File: src/rtl/atm_card_mem_arbiter.sv
// atm_card_mem_arbiter
//   Round-robin arbiter and sequencer for the single-port card-data RAM.
//   Three requesters (0 session, 1 poster, 2 logger) issue READ, WRITE, ADD
//   or SUB. ADD/SUB run as an uninterrupted read-modify-write, so
//   concurrent balance postings are serialised and never lose updates.
// Ports:
//   clk, rst                 clock, synchronous active-high reset
//   req_valid[2:0]           per-requester request, held until rsp_valid
//   req_op/addr/wdata        packed per-requester operands {r2,r1,r0}
//   gnt[2:0], busy           one-hot current owner, sequencer not idle
//   rsp_valid/rdata/err      one-cycle completion pulse, result, error code
//   mem_en/we/addr/wdata     RAM command; mem_rdata returns one cycle later
module atm_card_mem_arbiter #(
  parameter int ADDR_W = 10,
  parameter int DATA_W = 16
) (
  input  logic                  clk,
  input  logic                  rst,
  input  logic [2:0]            req_valid,
  input  logic [5:0]            req_op,
  input  logic [3*ADDR_W-1:0]   req_addr,
  input  logic [3*DATA_W-1:0]   req_wdata,
  output logic [2:0]            gnt,
  output logic                  busy,
  output logic [2:0]            rsp_valid,
  output logic [DATA_W-1:0]     rsp_rdata,
  output logic [7:0]            rsp_err,
  output logic                  mem_en,
  output logic                  mem_we,
  output logic [ADDR_W-1:0]     mem_addr,
  output logic [DATA_W-1:0]     mem_wdata,
  input  logic [DATA_W-1:0]     mem_rdata
);

  typedef enum logic [2:0] {
    S_IDLE,
    S_ACCESS,
    S_RDWAIT,
    S_WB,
    S_RESP
  } state_t;

  typedef enum logic [1:0] {
    OP_READ  = 2'b00,
    OP_WRITE = 2'b01,
    OP_ADD   = 2'b10,
    OP_SUB   = 2'b11
  } op_t;

  localparam logic [7:0] ERR_NONE  = 8'h00;
  localparam logic [7:0] ERR_FUNDS = 8'h03;
  localparam logic [7:0] ERR_OVF   = 8'h05;

  state_t              state, state_nxt;
  logic [1:0]          ptr;
  logic [1:0]          owner;
  op_t                 op_q;
  logic [ADDR_W-1:0]   addr_q;
  logic [DATA_W-1:0]   wdata_q;
  logic [DATA_W-1:0]   rdata_q;   // response data, also the WB value
  logic [7:0]          err_q;
  logic [2:0]          owner_oh;

  // Round-robin winner: first requesting index starting at ptr.
  logic [1:0]          win;
  logic                found;
  logic [1:0]          cand;

  always_comb begin
    win   = ptr;
    found = 1'b0;
    cand  = ptr;
    for (int unsigned k = 0; k < 3; k++) begin
      if (!found && req_valid[cand]) begin
        found = 1'b1;
        win   = cand;
      end
      cand = (cand == 2'd2) ? 2'd0 : cand + 2'd1;
    end
  end

  // RMW arithmetic on the word returned during RDWAIT.
  logic [DATA_W:0]     sum;
  logic [DATA_W-1:0]   diff;
  logic                add_ovf;
  logic                sub_short;

  always_comb begin
    sum       = {1'b0, mem_rdata} + {1'b0, wdata_q};
    diff      = mem_rdata - wdata_q;
    add_ovf   = sum[DATA_W];
    sub_short = (wdata_q > mem_rdata);
  end

  // State register
  always_ff @(posedge clk) begin
    if (rst) state <= S_IDLE;
    else     state <= state_nxt;
  end

  // Next-state logic
  always_comb begin
    state_nxt = state;
    unique case (state)
      S_IDLE:   if (found) state_nxt = S_ACCESS;
      S_ACCESS: state_nxt = (op_q == OP_WRITE) ? S_RESP : S_RDWAIT;
      S_RDWAIT: begin
        unique case (op_q)
          OP_ADD:  state_nxt = add_ovf   ? S_RESP : S_WB;
          OP_SUB:  state_nxt = sub_short ? S_RESP : S_WB;
          default: state_nxt = S_RESP;
        endcase
      end
      S_WB:     state_nxt = S_RESP;
      S_RESP:   state_nxt = S_IDLE;
      default:  state_nxt = S_IDLE;
    endcase
  end

  // Outputs. Memory strobes and the response pulse are gated by rst so an
  // operation interrupted by reset never commits its write-back or responds.
  always_comb begin
    owner_oh  = 3'b001 << owner;
    busy      = (state != S_IDLE);
    gnt       = busy ? owner_oh : '0;
    rsp_valid = (state == S_RESP && !rst) ? owner_oh : '0;
    mem_en    = 1'b0;
    mem_we    = 1'b0;
    mem_addr  = '0;
    mem_wdata = '0;
    if (state == S_ACCESS) begin
      mem_en    = !rst;
      mem_we    = !rst && (op_q == OP_WRITE);
      mem_addr  = addr_q;
      mem_wdata = wdata_q;
    end else if (state == S_WB) begin
      mem_en    = !rst;
      mem_we    = !rst;
      mem_addr  = addr_q;
      mem_wdata = rdata_q;
    end
    rsp_rdata = rdata_q;
    rsp_err   = err_q;
  end

  // Operand latch, result datapath and round-robin pointer
  always_ff @(posedge clk) begin
    if (rst) begin
      ptr     <= 2'd0;
      owner   <= 2'd0;
      op_q    <= OP_READ;
      addr_q  <= '0;
      wdata_q <= '0;
      rdata_q <= '0;
      err_q   <= ERR_NONE;
    end else begin
      unique case (state)
        S_IDLE: begin
          if (found) begin
            owner   <= win;
            op_q    <= op_t'(req_op[2*win +: 2]);
            addr_q  <= req_addr[win*ADDR_W +: ADDR_W];
            wdata_q <= req_wdata[win*DATA_W +: DATA_W];
            err_q   <= ERR_NONE;
          end
        end
        S_ACCESS: begin
          if (op_q == OP_WRITE) rdata_q <= wdata_q;
        end
        S_RDWAIT: begin
          unique case (op_q)
            OP_ADD: begin
              if (add_ovf) begin
                err_q   <= ERR_OVF;
                rdata_q <= mem_rdata;
              end else begin
                rdata_q <= sum[DATA_W-1:0];
              end
            end
            OP_SUB: begin
              if (sub_short) begin
                err_q   <= ERR_FUNDS;
                rdata_q <= mem_rdata;
              end else begin
                rdata_q <= diff;
              end
            end
            default: rdata_q <= mem_rdata;
          endcase
        end
        S_RESP: ptr <= (owner == 2'd2) ? 2'd0 : owner + 2'd1;
        default: ;
      endcase
    end
  end

endmodule

File: config.mk
export PLATFORM = sky130hd
export DESIGN_NAME = atm_card_mem_arbiter
export DESIGN_NICKNAME = d
export VERILOG_FILES = /design/src/rtl/atm_card_mem_arbiter.sv
export SDC_FILE = /design/constraint.sdc
export NUM_CORES = 1
export LEC_CHECK = 0
export ABC_AREA = 1
export CAP_MARGIN = 0
export CORE_MARGIN = 2
export CORE_UTILIZATION = 50
export DETAILED_ROUTE_END_ITERATION = 12
export HOLD_SLACK_MARGIN = 0.08
export PLACE_DENSITY = 0.93
export SLEW_MARGIN = 25
export SYNTH_ARGS = -nofsm -noshare
export SYNTH_HDL_FRONTEND = slang
export SYNTH_SLANG_ARGS = --single-unit
File: constraint.sdc
create_clock -name clk -period 2.8 [get_ports clk]
set_input_delay 0.28 -clock clk [delete_from_list [all_inputs] [get_ports clk]]
set_output_delay 0.28 -clock clk [all_outputs]
set_load 0.1 [all_outputs]
==> results.cfg <==
[outcome]
status = complete, no violations

[grt]
grt_use_met1 = 0.4035
grt_max_degree = 33
use_met2 = 0.5602
antenna_found_initial = 0
overflow = 0
track_usage = 0.3215
grt.busiest_layer = met2
grt_pass1_vias = 6997
grt_pass1_wl_mm = 33.51
use_met3 = 0.06533

[clock_network]
htreeDepth = 2
cts.clk_slew.worst_paths_ns = 0.07
clock_sinks = 54
clock-root-buffer = clkbuf_16
clk_latency_ns = 0.30
cts.path.max_buffers = 2
cts_tree = yes
cts-buffers-inserted = 5

[die]
design.core.area_sq_mm = 0.01142
dieArea_sq_mm = 0.01259
fp.dieW_microns = 112.2
initial_core_util = 0.5125
num_io_pins = 164
placementRows = 39
dieHeight_microns = 112.2

[place]
dpl_cell_area_sq_mm = 0.007858
place_congestion = 0.9987
place_inst = 1371
dp_slack_ns = -0.02130
dp.final_hpwl_mm = 16.80
portBuffers = 158

[finish]
final_cells = 1379
utilization = 0.7035
seq_area_sq_mm = 0.001081
fin_nets = 1374
area_growth_pct = 37.27
design_area_sq_mm = 0.008033
layout.cells.most_common = nand2_1
drive_gt1_frac = 0.1133
fill_cells = 976
antenna-diode-count = 0
multiInputGateArea_sq_mm = 0.003884
mostFrequentLayoutCells = 361 x nand2_1, 174 x inv_1, 129 x nand3_1

[sta]
max_clock_freq_mhz = 390.1
setup_slack_ns = 0.2366
tightestPinTransition_ns = 0.5202
tns_ns = 0
min_period_ns = 2.563
whs_ns = 0.4969
skew_ns = 0.008282
slew_viol_final = 0
finalHoldViolCount = 0
maxSlewHeadroom = 0.6528
setup_viol = 0
fin_crit_sh = 0.9155
grt_setup_unrepaired = no

[synth]
netlist_area_sq_mm = 0.005852
synthFlopType = dfxtp_1
yosysSeqAreaShare = 0.1847
async_reset_ff_frac = 0
ys_warn_count = 0
avgSynthCellArea_sq_um = 5.495
synth-seq-cells = 54
synthCells = 1065
yosys.cell_types.count = 41
synth_enable_flop_cells = 0

[drt]
drt-initial-drc-count = 824
firstDrtPassIters = 5
vias = 7365
drt_wl_total_mm = 20.62
drcViolationCount = 0
vias_per_cell = 5.341
wl_per_cell_microns = 14.95
antenna_left = 0

[setup_path]
required_ns = 2.99
cp_max_fo = 6
crit_type = in -> reg
critPathLaunchType = input port
crit_path_end_kind = flop
cp.arrival_ns = 2.75

[power]
ir_drop_v = 0.001010
power_leakage_nw = 4.260
power.total_mw = 8.737
powerDensity_mw_per_mm2 = 1088

[job]
drv_cap = 0

[worst_hold_path]
hp-class = reg -> reg
[timing repair]
item,CTS,global route
setup buffers,0,0
hold buffers,0,0
endpoints found under the setup margin,0,4
gates resized for setup,0,3
hold endpoints to repair,0,0
[cells in the mapped netlist, types with 11 or more instances]
cell	n	share of area
nand3_1	129	0.11
nor2_1	73	0.047
buf_2	16	0.014
ha_1	32	0.068
clkbuf_1	17	0.011
o21ai_0	51	0.044
nand4_1	11	0.012
nand2_2	11	0.012
a21oi_1	63	0.054
dfxtp_1	54	0.18
inv_1	174	0.11
nand2_1	361	0.23
[cell type report]
type                            count  area share
Tap cell                          143     0.02227
Timing Repair Buffer              204      0.2558
Sequential cell                    54      0.1346
Multi-Input combinational cell    792      0.4835
Clock inverter                      2    0.004673
Clock buffer                        6     0.01604
Inverter                          178     0.08318
[critical path: stages]
cell             delay [ns]
clkdlybuf4s50_1        0.50
inv_1                  0.08
ha_1                   0.24
fa_1                   0.41
nor2_1                 0.18
o21ai_1                0.08
nand2_1                0.14
nand2_2                0.08
nand2_2                0.10
nand2_2                0.10
nand2_2                0.17
nand2_1                0.11
o21ai_0                0.10
nand2_1                0.08
nand2_1                0.06
a21oi_1                0.06
[metal layers]
layer	up-vias	wire [microns]
met4	0	527
met3	40	1906
met1	3306	8318
met5	-	0
li1	3647	-
met2	372	9864
[logic make-up after synthesis]
kind of cell | count (synthesis) | share of synthesized area
DFF | 54 | 0.1847
and+or+nand+nor | 609 | 0.4430
other | 1 | 0.0006408
AOI/OAI and AO/OA | 132 | 0.1210
buffers and inverters | 223 | 0.1574
xor gates and xnor gates | 12 | 0.01796
adders and majority gates | 34 | 0.07526
[path summary, 6_finish.rpt]
kind / slack [ns] / cells past startpoint / endpoint / from
hold reg to reg: 0.50 / 2 / rsp_rdata[14]$_SDFFE_PP0P_ / rsp_rdata[14]$_SDFFE_PP0P_
setup reg to reg: 0.27 / 14 / rsp_err[1]$_SDFFE_PP0P_ / wdata_q[9]$_SDFFE_PP0P_
setup / recovery: 0.24 / 16 / rsp_rdata[8]$_SDFFE_PP0P_ / mem_rdata[0]
hold / removal: 0.50 / 2 / rsp_rdata[14]$_SDFFE_PP0P_ / rsp_rdata[14]$_SDFFE_PP0P_
[where the power goes]
group | total [mW] | internal (mW) | switching, mW
Combinational | 6.72 | 2.03 | 4.68
Clock | 0.712 | 0.423 | 0.289
Sequential | 1.31 | 1.06 | 0.250
Total | 8.74 | 3.51 | 5.22
[state kept, by name, summed over array words and instances (netlist names)]
register and flops:
op_q 2, rsp_rdata 16, state 3, rsp_err 3, addr_q 10, ptr 2
owner 2, wdata_q 16
Power figures use the tool's default switching activity.
